===== src/rtl/arith_result_serializer.sv =====
// Buffers flagged arithmetic results in a small FIFO and streams each one out as
// bytes (data LSB first, then a {7'b0, carry} status byte) over valid/ready.
module arith_result_serializer #(
  parameter int Width = 16,
  parameter int Depth = 4
) (
  input  logic                       CLK,
  input  logic                       RST,
  input  logic [Width-1:0]           Arith_OUT,
  input  logic                       Carry_OUT,
  input  logic                       Arith_Flag,
  output logic [7:0]                 Out_Data,
  output logic                       Out_Valid,
  input  logic                       Out_Ready,
  output logic                       Out_Last,
  output logic                       Full,
  output logic                       Overflow,
  output logic [$clog2(Depth+1)-1:0] Count
);

  localparam int EW = Width + 1;
  localparam int NB = Width / 8 + 1;
  localparam int PW = $clog2(Depth);
  localparam int IW = $clog2(NB);
  localparam int CW = $clog2(Depth + 1);

  typedef enum logic {S_IDLE, S_SEND} state_e;

  state_e         state_q;
  logic [EW-1:0]  mem_q [Depth];
  logic [PW-1:0]  wr_ptr_q, rd_ptr_q;
  logic [CW-1:0]  count_q, count_d;
  logic           full_q, overflow_q;
  logic [EW-1:0]  shift_q;
  logic [IW-1:0]  idx_q;
  logic           valid_q, last_q;
  logic           push, pop, xfer, frame_done;
  logic [EW-1:0]  head;

  // Full is the registered occupancy, so a pop in the same cycle never rescues a push.
  assign push       = Arith_Flag && !full_q;
  assign xfer       = valid_q && Out_Ready;
  assign frame_done = xfer && last_q;
  assign pop        = (count_q != '0) && ((state_q == S_IDLE) || frame_done);
  assign head       = mem_q[rd_ptr_q];

  // NOTE: every variable written in always_comb gets a default first, so no latch is inferred.
  always_comb begin
    count_d = count_q;
    if (push && !pop)      count_d = count_q + CW'(1);
    else if (!push && pop) count_d = count_q - CW'(1);
  end

  // NOTE: FIFO storage carries no reset; pointers and count define which entries are live.
  always_ff @(posedge CLK) begin
    if (!RST && push) mem_q[wr_ptr_q] <= {Carry_OUT, Arith_OUT};
  end

  // NOTE: state is updated with non-blocking assignments so every register samples pre-edge values.
  always_ff @(posedge CLK) begin
    if (RST) begin
      state_q    <= S_IDLE;
      wr_ptr_q   <= '0;
      rd_ptr_q   <= '0;
      count_q    <= '0;
      full_q     <= 1'b0;
      overflow_q <= 1'b0;
      shift_q    <= '0;
      idx_q      <= '0;
      valid_q    <= 1'b0;
      last_q     <= 1'b0;
    end else begin
      if (push)                    wr_ptr_q   <= wr_ptr_q + PW'(1);
      if (pop)                     rd_ptr_q   <= rd_ptr_q + PW'(1);
      if (Arith_Flag && full_q)    overflow_q <= 1'b1;
      count_q <= count_d;
      full_q  <= (count_d == CW'(Depth));

      case (state_q)
        S_IDLE: begin
          if (pop) begin
            state_q <= S_SEND;
            shift_q <= head;
            idx_q   <= '0;
            valid_q <= 1'b1;
            last_q  <= 1'b0;
          end
        end
        S_SEND: begin
          if (xfer) begin
            if (last_q) begin
              if (pop) begin
                // Next frame starts on the very next cycle with no idle bubble.
                shift_q <= head;
                idx_q   <= '0;
                last_q  <= 1'b0;
              end else begin
                state_q <= S_IDLE;
                shift_q <= '0;
                idx_q   <= '0;
                valid_q <= 1'b0;
                last_q  <= 1'b0;
              end
            end else begin
              // After Width/8 shifts only the carry remains, forming the status byte.
              shift_q <= shift_q >> 8;
              idx_q   <= idx_q + IW'(1);
              last_q  <= (idx_q == IW'(NB - 2));
            end
          end
        end
        default: state_q <= S_IDLE;
      endcase
    end
  end

  assign Out_Data  = shift_q[7:0];
  assign Out_Valid = valid_q;
  assign Out_Last  = last_q;
  assign Full      = full_q;
  assign Overflow  = overflow_q;
  assign Count     = count_q;

endmodule


===== config.mk =====
export PLATFORM = sky130hd
export DESIGN_NAME = arith_result_serializer
export DESIGN_NICKNAME = d
export VERILOG_FILES = /design/src/rtl/arith_result_serializer.sv
export SDC_FILE = /design/constraint.sdc
export NUM_CORES = 1
export LEC_CHECK = 0
export ABC_CLOCK_PERIOD_IN_PS = 2800
export CAP_MARGIN = 20
export CORE_MARGIN = 2
export CORE_UTILIZATION = 35
export CTS_CLUSTER_DIAMETER = 120
export DETAILED_ROUTE_END_ITERATION = 16
export SETUP_SLACK_MARGIN = 0.2
export SLEW_MARGIN = 20
export SYNTH_ARGS = -nofsm -noshare
export SYNTH_HDL_FRONTEND = slang
export SYNTH_SLANG_ARGS = --single-unit

===== constraint.sdc =====
create_clock -name CLK -period 2.8 [get_ports CLK]
set_input_delay 0.42 -clock CLK [delete_from_list [all_inputs] [get_ports CLK]]
set_output_delay 0.42 -clock CLK [all_outputs]
set_load 0.1 [all_outputs]

==> results of run 1 <==
-- flip-flops by register name, indices dropped and copies added, names as in the netlist, named ones only --
signal / cells
mem_q: 68
Out_Valid: 1
wr_ptr_q: 2
idx_q: 2
Full: 1
shift_q: 17
state_q: 1
rd_ptr_q: 2
Out_Last: 1
Count: 3
Overflow: 1
-- power groups by stage --
| stage | sequential [µW] | clock [µW] | combinational, µW |
|---|---|---|---|
| finish | 1960 | 1250 | 1690 |
| CTS | 1960 | 1290 | 1710 |
| global route | 1990 | 1330 | 1830 |
| detailed placement | 1990 | 0 | 1700 |
| floorplan | 2130 | 0 | 1250 |
| global placement | 1990 | 0 | 1680 |
-- Yosys cell counts (2+ instances only) --
| master | number | area share, % |
|---|---|---|
| sky130_fd_sc_hd__edfxtp_1 | 68 | 51 |
| sky130_fd_sc_hd__dfxtp_1 | 33 | 16 |
| sky130_fd_sc_hd__nor2_1 | 29 | 2.7 |
| sky130_fd_sc_hd__mux4_2 | 17 | 9.5 |
| sky130_fd_sc_hd__buf_4 | 11 | 2.0 |
| sky130_fd_sc_hd__nand2_1 | 11 | 1.0 |
| sky130_fd_sc_hd__a22oi_1 | 8 | 1.5 |
| sky130_fd_sc_hd__ha_1 | 8 | 2.5 |
| sky130_fd_sc_hd__inv_1 | 7 | 0.65 |
| sky130_fd_sc_hd__nor3_1 | 7 | 0.87 |
| sky130_fd_sc_hd__a221oi_1 | 6 | 1.3 |
| sky130_fd_sc_hd__buf_2 | 6 | 0.74 |
| sky130_fd_sc_hd__clkbuf_1 | 6 | 0.56 |
| sky130_fd_sc_hd__nand3_1 | 6 | 0.74 |
| sky130_fd_sc_hd__a21oi_1 | 5 | 0.62 |
| sky130_fd_sc_hd__a31oi_1 | 4 | 0.62 |
| sky130_fd_sc_hd__and2_1 | 4 | 0.62 |
| sky130_fd_sc_hd__o21ai_1 | 3 | 0.37 |
| sky130_fd_sc_hd__a21bo_2 | 2 | 0.50 |
| sky130_fd_sc_hd__and2b_1 | 2 | 0.37 |
| sky130_fd_sc_hd__mux2i_1 | 2 | 0.50 |
| sky130_fd_sc_hd__nand3b_1 | 2 | 0.37 |
| sky130_fd_sc_hd__nand4_1 | 2 | 0.31 |
| sky130_fd_sc_hd__o21a_1 | 2 | 0.37 |
| sky130_fd_sc_hd__o21ai_0 | 2 | 0.25 |
| sky130_fd_sc_hd__xnor2_1 | 2 | 0.43 |
-- metrics by stage --
stage	utilization (%)	instance area [µm²]	hold slack [ps]
after detailed placement	39.3	4450	464
after CTS	41.9	4750	480
final	41.9	4750	468
after floorplan	-	4030	456
after global placement	39.3	4450	450
after global routing	41.9	4750	524
-- critical path: stages (launching register included) --
cell and delay, ps:
sky130_fd_sc_hd__dfxtp_1 450, sky130_fd_sc_hd__inv_1 100, sky130_fd_sc_hd__ha_1 210, sky130_fd_sc_hd__nor2b_1 220, sky130_fd_sc_hd__o21ai_1 760, sky130_fd_sc_hd__mux2i_1 270, sky130_fd_sc_hd__nor2_1 50
-- cell type report --
type                       count  area, µm²
inverter                       7       26.3
clock inverter                 5       65.1
multi-input combinational    138       1170
tap                          143        179
fill                        1058       6570
clock buffer                  11        233
sequential                   101       2700
timing repair buffer          43        373
-- kinds of logic (layout without fill, tap and decap cells) --
kind of cell / after synthesis / after routing / share of synthesized area [%]
compound gates: 38 / 38 / 7.38
xor+xnor: 2 / 2 / 0.434
fa+ha+maj: 9 / 9 / 2.73
buf+inv: 30 / 66 / 4.00
flops: 101 / 101 / 67.0
mux: 19 / 19 / 9.99
simple gates: 70 / 70 / 8.47
-- worst max-delay path by stage --
stage | start | end | depth (start not counted)
2_1_floorplan | Count[0]$_SDFF_PP0_ | shift_q[11]$_SDFFE_PP0P_ | 9
3_3_place_gp | Count[0]$_SDFF_PP0_ | idx_q[1]$_SDFFE_PP0P_ | 6
3_5_place_dp | Count[0]$_SDFF_PP0_ | idx_q[0]$_SDFFE_PP0P_ | 6
4_1_cts | Count[0]$_SDFF_PP0_ | idx_q[0]$_SDFFE_PP0P_ | 6
5_1_grt | Count[0]$_SDFF_PP0_ | shift_q[5]$_SDFFE_PP0P_ | 6
6_report | Count[0]$_SDFF_PP0_ | idx_q[0]$_SDFFE_PP0P_ | 6
-- routing by layer --
| layer | routed length [µm] | part of all wire [%] |
|---|---|---|
| met1 | 3300 | 44 |
| met2 | 3810 | 51 |
| met3 | 317 | 4.2 |
| met4 | 78 | 1.0 |
| met5 | 0 | 0 |
==> results.yml, run 1 <==
die:
  core_area_um2: 11300
  design.die.area_um2: 12400
  boundaryPins: 36
  effective_utilization_at_floorplan_pct: 35.6
  std_cell_rows: 39
  die_w_um: 111
  die_height_um: 111
logic_synthesis:
  syn-num-nets: 298
  synthArstFlopShare_pct: 0
  synth_flop_cell: "sky130_fd_sc_hd__edfxtp_1"
  syn_avg_cell_area_um2: 15.0
  synth-edff-count: 68
  seq_area_frac_synth_pct: 67.0
  syn-instance-count: 269
  synth.distinct_cells: 40
  synthesized_area_um2: 4030
  number_of_storage_elements_in_the_synthesis_netlist: 101
  synthesis.yosys.warnings: 0
clock_network:
  cts_sinks: 101
  cts_tree: "yes"
  path_clk_slew_ps: 70
  ctsHoldBuffers: 0
  ctsResizeCount: 0
  htree_num_levels: 3
  cts.root.buffer_cell: "sky130_fd_sc_hd__clkbuf_16"
  cts-root-to-sink-buffers: 2
  tritoncts.num_buffers: 9
  cts_setup_buffers: 0
  insertion_delay_ps: 340
sta:
  final.setup.tns_ps: 0
  fmax_ghz: 0.459
  final.period_utilization_pct: 77.8
  finalWorstPathRequiredPeriod_ps: 2180
  count_of_final_hold_check_violations: 0
  worst_slew_pin_slew_ps: 931
  worst_slack_ps: 622
  finalSetupViolations: 0
  final_number_of_max_transition_violations: 0
  clock-skew-final_ps: 9.79
  max-slew-margin-rel_pct: 37.5
  grt_setup_unrepaired: "no"
global_route:
  first_global_vias: 2187
  met1_track_usage_gr_pct: 16.7
  globalRoute.busiestLayer: "met2"
  grt_antenna_before_repair: 0
  grtUsageTotal_pct: 12.7
  use_met2_pct: 20.7
  grt_start_max_net_pins: 32
  use_met3_pct: 3.05
  first_pass_grt_wire_length_um: 12000
  overflow: 0
place:
  placement.setup.worst_slack_ps: 610
  half_perimeter_wire_length_after_detailed_placement_um: 4770
  finalWeightedCongestion: 0.756
  portBuffers: 35
  place.detailed.instances: 432
finish:
  layout.cells.most_common_list: "sky130_fd_sc_hd__edfxtp_1, sky130_fd_sc_hd__dfxtp_1, sky130_fd_sc_hd__nor2_1"
  syn2layout_area_growth_pct: 17.7
  antennaDiodeCount: 0
  final_cells: 448
  drive_gt1_share_pct: 20.3
  layout_commonest_cell: "sky130_fd_sc_hd__edfxtp_1"
  layout.nets: 329
hold_path:
  min-delay-start: "Overflow$_SDFFE_PP0P_"
  hold_path_end: "Overflow$_SDFFE_PP0P_"
  hold_path_depth: 2
  min-delay-path-class: "flip-flop to flip-flop"
critical_path:
  crit_arrival_ps: 2400
  worst_r2r_endpoint: "idx_q[0]$_SDFFE_PP0P_"
  crit_path_end_kind: "flip-flop"
  reg2regPathDepth: 6
  r2r_start: "Count[0]$_SDFF_PP0_"
  timing_worst_setup_path_type: "flip-flop to flip-flop"
  critPathRequiredTime_ps: 3020
  startpoint_type_of_the_worst_setup_path: "flip-flop"
  crit_path_max_fanout: 11
  setup.reg_to_reg.worst_slack_ps: 620
detailed_routing:
  detail_route.drc_violations: 0
  ant_nets: 0
  detail_route.first_pass.iterations: 4
  wl_per_cell_um: 16.8
  detailed_route_via_count: 2244
  wirelength_um: 7510
  drt-vias-per-instance: 5.01
  first_iter_violations: 119
power:
  p_int_uw: 3060
  clock_share_of_power_pct: 25.5
  leakage_uw: 0.00161
  combinationalPowerShare_pct: 34.5
  power.share.switching_pct: 37.4
  netSwitchingPower_uw: 1830
  share_seq_of_total_power_pct: 40.0
  power.density_cell_area_nw_per_um2: 1030
  p_total_uw: 4890
  peakVddDrop_mv: 0.444
run:
  max-cap-violations: 0
run_status:
  run_status: "finished clean"
Power figures use the tool's default switching activity.
==> run 2: changes to the inputs <==
--- a/config.mk
+++ b/config.mk
@@ -5,7 +5,7 @@
 export SDC_FILE = /design/constraint.sdc
 export NUM_CORES = 1
 export LEC_CHECK = 0
-export ABC_CLOCK_PERIOD_IN_PS = 2800
+export ABC_CLOCK_PERIOD_IN_PS = 2000
 export CAP_MARGIN = 20
 export CORE_MARGIN = 2
 export CORE_UTILIZATION = 35
==> constraint.sdc (replaced) <==
create_clock -name CLK -period 2 [get_ports CLK]
set_input_delay 0.3 -clock CLK [delete_from_list [all_inputs] [get_ports CLK]]
set_output_delay 0.3 -clock CLK [all_outputs]
set_load 0.1 [all_outputs]
==> run 2 against run 1 <==
Compared with the run above: largest power group unchanged; combinational power increased by 62%; global-route usage increased by 0.11 points; total power increased by 46%; largest cell class unchanged; register-to-register slack got worse by 340 ps.
==> results.yml, run 2 (synthesized netlist as in run 1, its figures left out) <==
run_status:
  run_status: "finished clean"
die:
  boundaryPins: 36
  die_height_um: 111
  design.die.area_um2: 12400
  die_w_um: 111
  std_cell_rows: 39
  effective_utilization_at_floorplan_pct: 35.6
  core_area_um2: 11300
place:
  placement.setup.worst_slack_ps: 89.1
  detailed_place.area_um2: 4660
  half_perimeter_wire_length_after_detailed_placement_um: 5100
  finalWeightedCongestion: 0.738
  portBuffers: 35
global_route:
  grt_antenna_before_repair: 0
  met1_track_usage_gr_pct: 17.2
  use_met2_pct: 20.7
  grtUsageTotal_pct: 12.8
  first_pass_grt_wire_length_um: 12100
  overflow: 0
  globalRoute.busiestLayer: "met2"
  first_global_vias: 2184
  use_met3_pct: 3.76
  grt_start_max_net_pins: 29
clock_network:
  cts-root-to-sink-buffers: 2
  cts.root.buffer_cell: "sky130_fd_sc_hd__clkbuf_16"
  path_clk_slew_ps: 70
  cts_tree: "yes"
  htree_num_levels: 3
  cts_sinks: 101
  insertion_delay_ps: 340
  tritoncts.num_buffers: 9
sta:
  holdWs_ps: 495
  grt_setup_unrepaired: "yes"
  worst_slew_pin_slew_ps: 462
  count_of_final_hold_check_violations: 0
  max-slew-margin-rel_pct: 69.1
  clock-skew-final_ps: 9.90
  final.setup.tns_ps: 0
  final.period_utilization_pct: 85.9
  final_number_of_max_transition_violations: 0
  finalSetupViolations: 0
  finalWorstPathRequiredPeriod_ps: 1720
  fmax_ghz: 0.582
  worst_slack_ps: 281
hold_path:
  hold_path_depth: 2
  min-delay-path-class: "flip-flop to flip-flop"
power:
  netSwitchingPower_uw: 2720
  peakVddDrop_mv: 0.973
  power.share.switching_pct: 38.0
  clock_share_of_power_pct: 22.8
  power.density_cell_area_nw_per_um2: 1440
  combinationalPowerShare_pct: 38.3
  leakage_uw: 0.00170
  p_total_uw: 7160
  share_seq_of_total_power_pct: 38.8
  p_int_uw: 4430
detailed_routing:
  drt-vias-per-instance: 5.03
  wl_per_cell_um: 16.8
  wirelength_um: 7660
  detail_route.drc_violations: 0
  detailed_route_via_count: 2300
  ant_nets: 0
  detail_route.first_pass.iterations: 6
  first_iter_violations: 135
critical_path:
  startpoint_type_of_the_worst_setup_path: "flip-flop"
  crit_arrival_ps: 1980
  crit_path_max_fanout: 5
  reg2regPathDepth: 7
  crit_path_end_kind: "flip-flop"
  timing_worst_setup_path_type: "flip-flop to flip-flop"
  critPathRequiredTime_ps: 2270
finish:
  layout.cells.most_common_list: "sky130_fd_sc_hd__edfxtp_1, sky130_fd_sc_hd__nor2_1, sky130_fd_sc_hd__dfxtp_1"
  syn2layout_area_growth_pct: 23.6
  layout_commonest_cell: "sky130_fd_sc_hd__edfxtp_1"
  drive_gt1_share_pct: 30.9
  antennaDiodeCount: 0
  largest_reg_flops: 68
  registers.top_by_ff_count: "mem_q"
  layout.nets: 338
  final_design_area_no_fill_um2: 4990
run:
  max-cap-violations: 0
[run 2: path summary, 6_finish.rpt]
kind | startpoint | to | slack [ps]
min reg2reg | shift_q[8]$_SDFFE_PP0P_ | shift_q[8]$_SDFFE_PP0P_ | 490
min | shift_q[8]$_SDFFE_PP0P_ | shift_q[8]$_SDFFE_PP0P_ | 490
max reg2reg | Count[1]$_SDFF_PP0_ | Full$_SDFF_PP0_ | 280
max | Count[1]$_SDFF_PP0_ | Full$_SDFF_PP0_ | 280
[run 2: power by group through the flow]
stage	logic [µW]	registers (µW)	clock network (µW)
4_1_cts	2720	2770	1690
3_5_place_dp	2700	2820	0
3_3_place_gp	2660	2810	0
2_1_floorplan	1880	3010	0
5_1_grt	2950	2820	1770
6_report	2740	2780	1630
[run 2: layout make-up]
type / instances / area, µm²
fill: 1018 / 6330
timing repair buffer: 52 / 541
tap: 143 / 179
inverter: 7 / 26.3
clock inverter: 7 / 57.6
sequential: 101 / 2720
multi-input combinational: 138 / 1240
clock buffer: 9 / 225
[run 2: worst max-delay path, cell delays in order (launching register included)]
cell                        delay (ps)
sky130_fd_sc_hd__dfxtp_4           360
sky130_fd_sc_hd__inv_2              70
sky130_fd_sc_hd__ha_2              170
sky130_fd_sc_hd__nor2b_4           170
sky130_fd_sc_hd__buf_4             140
sky130_fd_sc_hd__a2111oi_2          40
sky130_fd_sc_hd__or4b_1            540
sky130_fd_sc_hd__a32oi_1           150
[run 2: layer usage]
metal,part of all wire (%),up-vias
met5,0,-
met4,0.93,0
met3,3.9,8
met2,49,39
met1,46,1160
li1,-,1093
[run 2: what timing repair did]
action,4_1_cts,5_1_grt
gates cloned,0,0
hold buffers,0,0
setup buffers,0,0
setup endpoints to repair,2,8
resized for setup,2,6
[run 2: metrics by stage]
| stage | util, % | instances |
|---|---|---|
| after CTS | 43.8 | 457 |
| final | 44.0 | 457 |
| after detailed placement | 41.2 | 441 |
| after floorplan | - | 269 |
| after global placement | 41.2 | 441 |
| after global routing | 44.0 | 457 |
